===== src/rtl/mips_pkg.sv =====
// Shared MIPS32 fetch-stage definitions: PC width, default vectors and the
// pc_sequencer state encoding.
package mips_pkg;

   localparam int unsigned PC_W = 32;

   localparam logic [PC_W-1:0] RESET_VECTOR_DEF = 32'h0000_0000;
   localparam logic [PC_W-1:0] EXC_VECTOR_DEF   = 32'h0000_0180;
   localparam logic [PC_W-1:0] PC_STEP_DEF      = 32'd4;

   typedef enum logic [1:0] {
      BOOT   = 2'd0,
      RUN    = 2'd1,
      HOLD   = 2'd2,
      BUBBLE = 2'd3
   } pc_state_t;

   function automatic logic is_misaligned(input logic [PC_W-1:0] addr);
      return addr[1:0] != 2'b00;
   endfunction

endpackage


===== src/rtl/pc_incrementer.sv =====
// Sequential-fetch adder: pc + STEP, modulo 2^32 with no carry out.
module pc_incrementer
   import mips_pkg::*;
#(
   parameter logic [PC_W-1:0] STEP = PC_STEP_DEF
) (
   input  logic [PC_W-1:0] pc_i,
   output logic [PC_W-1:0] pc_next_o
);

   assign pc_next_o = pc_i + STEP;

endmodule


===== src/rtl/pc_sequencer.sv =====
// Fetch-stage PC owner: picks sequential, branch, jump, exception or held PC
// each cycle, raises the IF squash on redirects and counts stalled cycles.
module pc_sequencer
   import mips_pkg::*;
#(
   parameter logic [PC_W-1:0] RESET_VECTOR = RESET_VECTOR_DEF,
   parameter logic [PC_W-1:0] EXC_VECTOR   = EXC_VECTOR_DEF,
   parameter logic [PC_W-1:0] PC_STEP      = PC_STEP_DEF
) (
   input  logic            clk,
   input  logic            rst,
   input  logic            stall,
   input  logic            branch_taken,
   input  logic [PC_W-1:0] branch_target,
   input  logic            jump,
   input  logic [PC_W-1:0] jump_target,
   input  logic            exception,
   output logic [PC_W-1:0] pc,
   output logic [PC_W-1:0] pc_plus4,
   output logic            fetch_valid,
   output logic            flush_if,
   output logic            addr_err,
   output logic [31:0]     stall_count
);

   pc_state_t       state_q, state_d;
   logic [PC_W-1:0] pc_q, pc_d;
   logic            addr_err_q, addr_err_d;
   logic [31:0]     stall_count_q, stall_count_d;
   logic            flush_d;
   logic [PC_W-1:0] redirect_target;

   pc_incrementer #(.STEP(PC_STEP)) u_incr (
      .pc_i      (pc_q),
      .pc_next_o (pc_plus4)
   );

   // Branch is older in the pipe than a jump, so it wins a same-cycle collision.
   assign redirect_target = branch_taken ? branch_target : jump_target;

   always_comb begin
      state_d       = state_q;
      pc_d          = pc_q;
      addr_err_d    = 1'b0;
      stall_count_d = stall_count_q;
      flush_d       = 1'b0;
      unique case (state_q)
         BOOT: begin
            state_d = RUN;
         end
         RUN, HOLD: begin
            if (exception) begin
               pc_d    = EXC_VECTOR;
               flush_d = 1'b1;
               state_d = BUBBLE;
            end else if (branch_taken || jump) begin
               flush_d = 1'b1;
               state_d = BUBBLE;
               if (is_misaligned(redirect_target)) begin
                  pc_d       = EXC_VECTOR;
                  addr_err_d = 1'b1;
               end else begin
                  pc_d = redirect_target;
               end
            end else if (stall) begin
               state_d = HOLD;
               if (stall_count_q != 32'hFFFF_FFFF) begin
                  stall_count_d = stall_count_q + 32'd1;
               end
            end else begin
               pc_d    = pc_plus4;
               state_d = RUN;
            end
         end
         BUBBLE: begin
            // Branch/jump/stall here belong to the squashed path; only exceptions count.
            if (exception) begin
               pc_d    = EXC_VECTOR;
               flush_d = 1'b1;
               state_d = BUBBLE;
            end else begin
               state_d = RUN;
            end
         end
         default: state_d = BOOT;
      endcase
   end

   always_ff @(posedge clk) begin
      if (rst) begin
         state_q       <= BOOT;
         pc_q          <= RESET_VECTOR;
         addr_err_q    <= 1'b0;
         stall_count_q <= 32'd0;
      end else begin
         state_q       <= state_d;
         pc_q          <= pc_d;
         addr_err_q    <= addr_err_d;
         stall_count_q <= stall_count_d;
      end
   end

   assign pc          = pc_q;
   assign fetch_valid = (state_q == RUN) || (state_q == HOLD);
   assign flush_if    = flush_d & ~rst;
   assign addr_err    = addr_err_q;
   assign stall_count = stall_count_q;

endmodule


===== config.mk =====
export PLATFORM = sky130hd
export DESIGN_NAME = pc_sequencer
export DESIGN_NICKNAME = d
export VERILOG_FILES = /design/src/rtl/mips_pkg.sv /design/src/rtl/pc_incrementer.sv /design/src/rtl/pc_sequencer.sv
export SDC_FILE = /design/constraint.sdc
export NUM_CORES = 1
export LEC_CHECK = 0
export CORE_MARGIN = 2
export CORE_UTILIZATION = 30
export DETAILED_ROUTE_END_ITERATION = 10
export GPL_ROUTABILITY_DRIVEN = 0
export REMOVE_ABC_BUFFERS = 1
export SYNTH_ARGS = -nofsm -noshare
export SYNTH_HDL_FRONTEND = slang
export SYNTH_SLANG_ARGS = --single-unit

===== constraint.sdc =====
create_clock -name clk -period 3.11 [get_ports clk]
set_clock_uncertainty 0.2 [all_clocks]
set_input_delay 0.4665 -clock clk [delete_from_list [all_inputs] [get_ports clk]]
set_output_delay 0.4665 -clock clk [all_outputs]
set_load 0.03 [all_outputs]

[After elaboration in Yosys (flattened, before gate mapping)]
Index checks and enable logic that the tools add are counted.
Widths: inputs -> output; s select.
Storage, ports and cells
  register bits after elaboration: 67
  bits of input ports: 70
  logic and storage cells: 43
Operators by class
  multiplexer cells: 17
  reductions and logical operators: 9
  bitwise operators: 5
  eq/ne operators: 6
  add/subtract/negate cells: 2
Operator list (count)
  $mux 32: 6
  $pmux 32 s2: 1
  $add 32x1->32 const B: 1
  $add 32x3->32 const B: 1
  $ne 32x32->1 const B: 1
  $mux 2: 4
  $pmux 2 s3: 1
  $reduce_and 5->1: 1
  $eq 2x2->1 const B: 2
  $mux 1: 4
  $ne 4x4->1 const B: 1
  $not 1->1: 4
  $reduce_bool 2->1: 2
  $reduce_or 4->1: 1
  $reduce_and 3->1: 1
  $eq 2x1->1 const B: 1
  $logic_not 2->1: 1
  $logic_or 1x1->1: 2
  $ne 2x2->1 const B: 1
  $pmux 1 s2: 1
  $reduce_or 2->1: 1
  $and 1x1->1: 1

[Logic depth before layout (Yosys ltp)]
Gate-level depths: netlist of the first run.
  depth in word-level cells: 6
  mapped depth: 8
  gate-level depth less buffers: 7

[Modules after synthesis]
Synthesis of the first run repeated with hierarchy kept, for this count alone.
Unflattened totals
  cells, all modules: 531
  area total of the unflattened synthesis: 4211.5 sq um
By module, submodules not included
  pc_sequencer: area an instance 3631.0 sq um, instances 1, cells an instance 448
  pc_incrementer: area an instance 580.6 sq um, instances 1, cells an instance 83

[Worst setup path before layout of the first run]
Ideal clock, no wire load.
  path type: reg2out
  from: register pc_q[2] (netlist: pc[2])
  to: output pc_plus4[22]
  stages on the path, launching flop included: 8
  buffers on the path: 1
  setup slack: 0.065 ns
  arrival time: 2.378 ns
  cell sequence: dfxtp_1 > ha_1 > nand3_1 > nor2_1 > and2_1 > buf_2 > nand3_1 > xnor2_1
Between the ends
  cells in the longest elaborated chain, start to end: 1
RTL lines
  start: declaration: line pc_sequencer.sv:27  | logic [PC_W-1:0] pc_q, pc_d;
  start signal: assignment: line pc_sequencer.sv:97  | pc_q <= pc_d;
  $add 32x3->32: line pc_incrementer.sv:11  | assign pc_next_o = pc_i + STEP;
  end: declaration: line pc_sequencer.sv:19  | output logic [PC_W-1:0] pc_plus4,
Every way passes these cells.

[Worst setup path after layout of the first run]
  from: register pc_q[3] (netlist: pc[3])
  to: output pc_plus4[14]
Same word-level chain as after synthesis.

==> results of run 1 <==
synthesized netlist by cell type (all sizes together), types with 5 or more instances:
library cell,n
nor4,8
xnor2,24
nand2,47
a22o,20
a21oi,31
nand4,15
nor3,13
and4,5
buf,13
clkbuf,23
a211oi,5
o31ai,10
o311ai,11
and3,6
inv,22
o21ai,34
or4,10
and2,10
a22oi,8
nor2b,5
mux2,6
dfxtp,67
nand3,27
xor2,8
nor2,35
a31oi,13
or3,19
what timing repair did:
action                     4_1_cts  5_1_grt
hold buffers                     0        0
gates resized for setup         11        7
setup endpoints to repair       13       14
power by group:
part / leakage (nW) / internal [mW] / switching [mW] / total (mW)
sequential: 0.542 / 0.882 / 0.0269 / 0.909
clock: 0.135 / 0.581 / 0.400 / 0.980
combinational: 1.58 / 0.247 / 0.313 / 0.560
metal layers:
metal / share of wire (%) / wire (um)
met1: 45 / 6700
met2: 46 / 6880
met3: 8.1 / 1220
met4: 1.5 / 231
met5: 0 / 0
registers in the layout, indices dropped and copies added, names as in the netlist:
name / flops
addr_err: 1
state_q: 2
pc: 32
stall_count: 32
worst max-delay path by stage:
stage	startpoint	end
global route	pc[13]	pc_plus4[26]
CTS	pc[2]	pc_plus4[18]
floorplan	pc[9]	pc_plus4[22]
finish	pc[3]	pc_plus4[14]
detailed placement	branch_taken	stall_count[22]
global placement	branch_taken	stall_count[22]
per-stage QoR:
step | setup TNS (ns) | cells | hold WS [ns] | utilization (%)
final | 0 | 890 | 0.196 | 46.7
after global routing | -0.0174 | 890 | 0.209 | 46.7
after CTS | 0 | 890 | 0.183 | 46.5
after detailed placement | 0 | 874 | 0.285 | 44.4
after global placement | 0 | 874 | 0.272 | 44.4
after floorplan | -4.10 | 502 | 0.336 | -
cells in the final DEF, fill, tap and decap left out, types with 5 or more instances in the layout:
cell / netlist / routed
inv_1: 22 / 22
a22oi_1: 8 / 8
or4_1: 9 / 9
nand3_1: 26 / 24
or3_1: 19 / 19
a22o_1: 20 / 20
and3_1: 6 / 6
o31ai_1: 9 / 9
xor2_1: 8 / 8
nor2_1: 35 / 34
clkdlybuf4s50_1: 0 / 143
and4_1: 5 / 5
nand2_1: 47 / 47
xnor2_1: 24 / 24
clkbuf_16: 0 / 9
dfxtp_1: 67 / 66
o311ai_0: 10 / 10
o21ai_0: 34 / 34
nor3_1: 11 / 10
and2_1: 9 / 8
buf_4: 3 / 38
nand4_1: 15 / 15
a31oi_1: 13 / 13
mux2_2: 5 / 5
nor2b_1: 5 / 5
a21oi_1: 31 / 31
dlygate4sd2_1: 0 / 7
cells by family (layout without fill, tap and decap cells):
family | Yosys count | in the layout | share of synthesized area [%]
AND/OR/NAND/NOR | 203 | 203 | 25.5
multiplexers | 10 | 10 | 2.60
buffers and inverters | 58 | 230 | 5.84
AO/OA/AOI/OAI | 164 | 164 | 27.0
adder cells (fa/ha/maj) | 4 | 4 | 1.17
flip-flops | 67 | 67 | 31.3
XOR/XNOR | 32 | 32 | 6.55
critical path, delay by kind of cell (launching register included):
kind,cells,cell delay (ns)
and+or+nand+nor,2,0.56
DFF,1,0.44
buffers and inverters,1,0.44
xor gates and xnor gates,1,0.27
adders and majority gates,1,0.24
layout make-up:
| type | count | area [um2] | share of cell area, % |
|---|---|---|---|
| tap | 180 | 225 | 3.46 |
| timing repair buffer | 192 | 1830 | 28.2 |
| sequential | 67 | 1340 | 20.6 |
| inverter | 22 | 82.6 | 1.27 |
| multi-input combinational | 413 | 2740 | 42.1 |
| clock buffer | 12 | 256 | 3.94 |
| clock inverter | 4 | 25.0 | 0.385 |
==> impl_metrics.yaml, run 1 <==
global_route:
  grt_pass1_vias: 4680
  grt_start_max_net_pins: 37
  grt_usage_pct: 19.8
  grt_first_pass_wirelength_um: 23500
  grt_overflow: 0
  use_met1_pct: 25.4
  gr-usage-met2_pct: 31.6
  grtUsageMet3_pct: 5.77
  busiest_layer: "met2"
  antenna_found_initial: 0
sta:
  fin_crit_sh_pct: 95.3
  hold_viol: 0
  setup_ws_ns: 0.145
  rsz0062_at_grt: "true"
  worstMarginPinSlew_ns: 1.02
  slew_violations: 0
  max_freq_mhz: 337
  layout_min_cycle_time_ns: 2.96
  maxSlewHeadroom_pct: 31.9
  setup_violations: 0
routing:
  routed_wl_um: 15000
  via_count: 4872
  first_iter_violations: 403
  avgRoutedWirePerCell_um: 16.9
  drc_errors: 0
  ant_nets: 0
  vias_per_cell: 5.47
  dr.pass1.iters: 5
cells_and_area:
  n_fill_cell: 1368
  design_area_mm2: 0.00650
  nNetsFinal: 779
  final_layout_size_suffix_gt1_share_pct: 11.3
  synthToLayoutAreaGrowth_pct: 51.9
  diodes: 0
floorplan:
  io_pins: 169
  die_h_um: 123
  fp.dieArea_mm2: 0.0152
  placementRows: 43
  die_w_um: 123
  core-area_mm2: 0.0139
  start_util_pct: 30.7
min_path:
  min_from: "rst"
  min_path_type: "input pin to register"
  hold_depth: 2
  whs_endpoint: "stall_count[27]"
logic_synthesis:
  synth.largest_area_cell: "dfxtp_1"
  ys_ff_latch: 67
  synth_ff_type: "dfxtp_1"
  ys_async_sr_fraction_pct: 0
  synth-edff-count: 0
  synth.avg_cell_area_um2: 7.96
  yosys_warnings: 0
  synth_top_cell_area_share_pct: 31.3
  netlist_instances: 538
  netlist_area_mm2: 0.00428
  synth_area_leaders: "dfxtp_1 31%, xnor2_1 4.9%, nand2_1 4.1%, a22o_1 4.1%, o21ai_0 4.0%"
  yosysUniqueCellTypes: 62
  yosysSeqAreaShare_pct: 31.3
worst_setup_path:
  cp-end-kind: "primary output"
  slowest_delay_ns: 0.44
  cp-start-kind: "register"
  timing.rr.start: "stall_count[22]"
  crit_chain: "ha_1 -> nand3_2 -> nor4_2 -> xor2_1 -> dlygate4sd2_1"
  critPathKind: "register to primary output"
  arrival_ns: 2.30
  critical-path-slowest-cell: "dfxtp_1"
  worst-r2r-cell-count: 6
  r2r_slack_ns: 0.44
  crit_fanout: 6
  cp.required_ns: 2.44
  timing.rr.end: "stall_count[7]"
placed_design:
  pre_cts_ws_ns: 0.0518
  dp_hpwl_um: 11300
  numPortBuffers: 168
  placed_area_mm2: 0.00619
power_and_ir_drop:
  ir_drop_v: 0.000243
  power_density_mw_per_mm2: 377
  p_total_mw: 2.45
  power_leakage_nw: 2.26
clocking:
  clkSinkCount: 67
  insertion_delay_ns: 0.34
  clockBufferDepth: 2
  clk_pin_slew_ns: 0.06
  h-tree-depth: 3
  numCtsBuffers: 9
  cts_setup_buffers: 0
  cts_root_buffer: "clkbuf_16"
  cts_tree: "done"
flow_run:
  max_cap_violations: 0
status:
  outcome: "completed"
Note: power is estimated with default switching activity, not from simulation.
==> run 2: changes to the inputs <==
==> constraint.sdc (replaced) <==
create_clock -name clk -period 3.11 [get_ports clk]
set_clock_uncertainty 0.2 [all_clocks]
set_input_delay 0.4665 -clock clk [delete_from_list [all_inputs] [get_ports clk]]
set_output_delay 0.4665 -clock clk [all_outputs]
set_load 0.1 [all_outputs]
==> impl_metrics.yaml, run 2 (synthesis gave the netlist of run 1 again) <==
status:
  outcome: "completed"
floorplan:
  fp.dieArea_mm2: 0.0152
  die_h_um: 123
  start_util_pct: 30.7
  io_pins: 169
  die_w_um: 123
  placementRows: 43
  core-area_mm2: 0.0139
clocking:
  clk_pin_slew_ns: 0.05
  clockBufferDepth: 2
  clkSinkCount: 67
  cts_root_buffer: "clkbuf_16"
  cts_setup_buffers: 0
  h-tree-depth: 3
  numCtsBuffers: 9
  cts_tree: "done"
  insertion_delay_ns: 0.33
  postCtsHoldBufs: 0
sta:
  fin_tns_setup_ns: 0
  rsz0062_at_grt: "false"
  worstMarginPinSlew_ns: 1.00
  max_freq_mhz: 341
  layout_min_cycle_time_ns: 2.94
  hold_viol: 0
  maxSlewHeadroom_pct: 33.1
  setup_violations: 0
  slew_violations: 0
  fin_crit_sh_pct: 94.4
  setup_ws_ns: 0.173
cells_and_area:
  layout_commonest_cell: "buf_4"
  final_layout_size_suffix_gt1_share_pct: 22.8
  synthToLayoutAreaGrowth_pct: 55.6
  multi_input_area_mm2: 0.00274
  final_cell_mix: "100 x buf_4, 68 x clkdlybuf4s50_1, 67 x dfxtp_1, 47 x nand2_1, 35 x nor2_1"
  final-instance-count-excl-fill: 892
  seq_area_mm2: 0.00134
  nNetsFinal: 782
  diodes: 0
  n_fill_cell: 1392
global_route:
  grt_start_max_net_pins: 35
  grt_pass1_vias: 4814
  grt_overflow: 0
  antenna_found_initial: 0
  grt_first_pass_wirelength_um: 24300
  grt_usage_pct: 20.4
routing:
  via_count: 4926
  routed_wl_um: 15400
  dr.pass1.iters: 5
  ant_nets: 0
  first_iter_violations: 288
  avgRoutedWirePerCell_um: 17.2
  vias_per_cell: 5.52
  drc_errors: 0
min_path:
  min_from: "pc[0]"
  whs_endpoint: "pc[0]"
  min_path_type: "register to register"
  hold_depth: 1
power_and_ir_drop:
  power_switching_uw: 931
  power_leakage_nw: 2.54
  p_comb_share_pct: 29.0
  netSwitchingFraction_pct: 33.5
  p_total_mw: 2.78
  seqPwrFrac_pct: 32.6
  ir_drop_v: 0.000329
  p_clk_share_pct: 38.4
  power_density_mw_per_mm2: 418
  power.internal_mw: 1.85
worst_setup_path:
  cp-start-kind: "input pin"
  arrival_ns: 2.27
  critPathKind: "input pin to primary output"
  crit_fanout: 16
  worst-r2r-cell-count: 8
  r2r_slack_ns: 0.39
  cp-end-kind: "primary output"
  timing.rr.end: "stall_count[16]"
  timing.rr.start: "state_q[1]"
  cp.required_ns: 2.44
placed_design:
  place_inst: 877
  pre_cts_ws_ns: 0.0543
  numPortBuffers: 168
  dp_hpwl_um: 12000
flow_run:
  max_cap_violations: 0
==> run 2: changes by cell type in the layout (fill, tap and decap cells not counted), moves of 3 or more <==
cell | before | now
buf_12 | 2 | 26
buf_4 | 38 | 100
clkdlybuf4s50_1 | 143 | 68
dlygate4sd2_1 | 7 | 0
xnor2_1 | 24 | 21
xnor2_2 | 0 | 3
==> run 2: critical path: stages <==
cell and delay [ns]:
clkdlybuf4s50_1 0.59, or2_1 0.24, buf_4 0.24, nand2_1 0.09
a211oi_1 0.40, buf_12 0.23
==> run 2: worst max path at each step <==
stage,start,endpoint,slack (ns),cells after the start
final,branch_taken,flush_if,0.17,6
after floorplan,pc[9],pc_plus4[22],-2.07,5
after global placement,branch_taken,stall_count[22],0.11,6
after detailed placement,branch_taken,pc[24],0.05,7
after global routing,pc[2],pc_plus4[28],0.02,7
after CTS,pc[11],pc_plus4[25],0.03,6
==> run 2: area by class of cell <==
type | instances | share of cell area (%)
timing repair buffer | 195 | 29.4
tap | 180 | 3.38
inverter | 22 | 1.24
multi-input combinational | 413 | 41.1
clock buffer | 14 | 4.26
clock inverter | 1 | 0.451
sequential | 67 | 20.1
==> run 2: power by group through the flow <==
stage / clock, mW / sequential, mW / combinational (mW)
global route: 1.13 / 0.909 / 0.844
CTS: 1.09 / 0.906 / 0.806
floorplan: 0 / 1.04 / 0.372
detailed placement: 0 / 0.923 / 0.804
global placement: 0 / 0.923 / 0.796
finish: 1.07 / 0.907 / 0.805
==> run 2: timing repair <==
item,CTS,global route
pin swaps,0,1
resized for setup,2,4
gates cloned,0,0
setup endpoints to repair,7,15
hold endpoints to repair,0,0
==> run 2: routing by layer <==
layer / part of all wire [%] / global-route usage [%] / vias to the layer above
li1: - / - / 2364
met1: 43 / 25.3 / 2348
met3: 7.6 / 5.63 / 14
met4: 1.1 / 5.33 / 0
met2: 49 / 34.9 / 200
met5: 0 / 0 / -
==> run 2: metrics by stage <==
stage	util, %	area, um2	hold slack (ns)
after floorplan	-	4110	0.336
final	47.8	6660	0.288
after CTS	47.6	6630	0.294
after global routing	47.8	6660	0.308
after global placement	45.3	6310	0.271
after detailed placement	45.3	6310	0.278
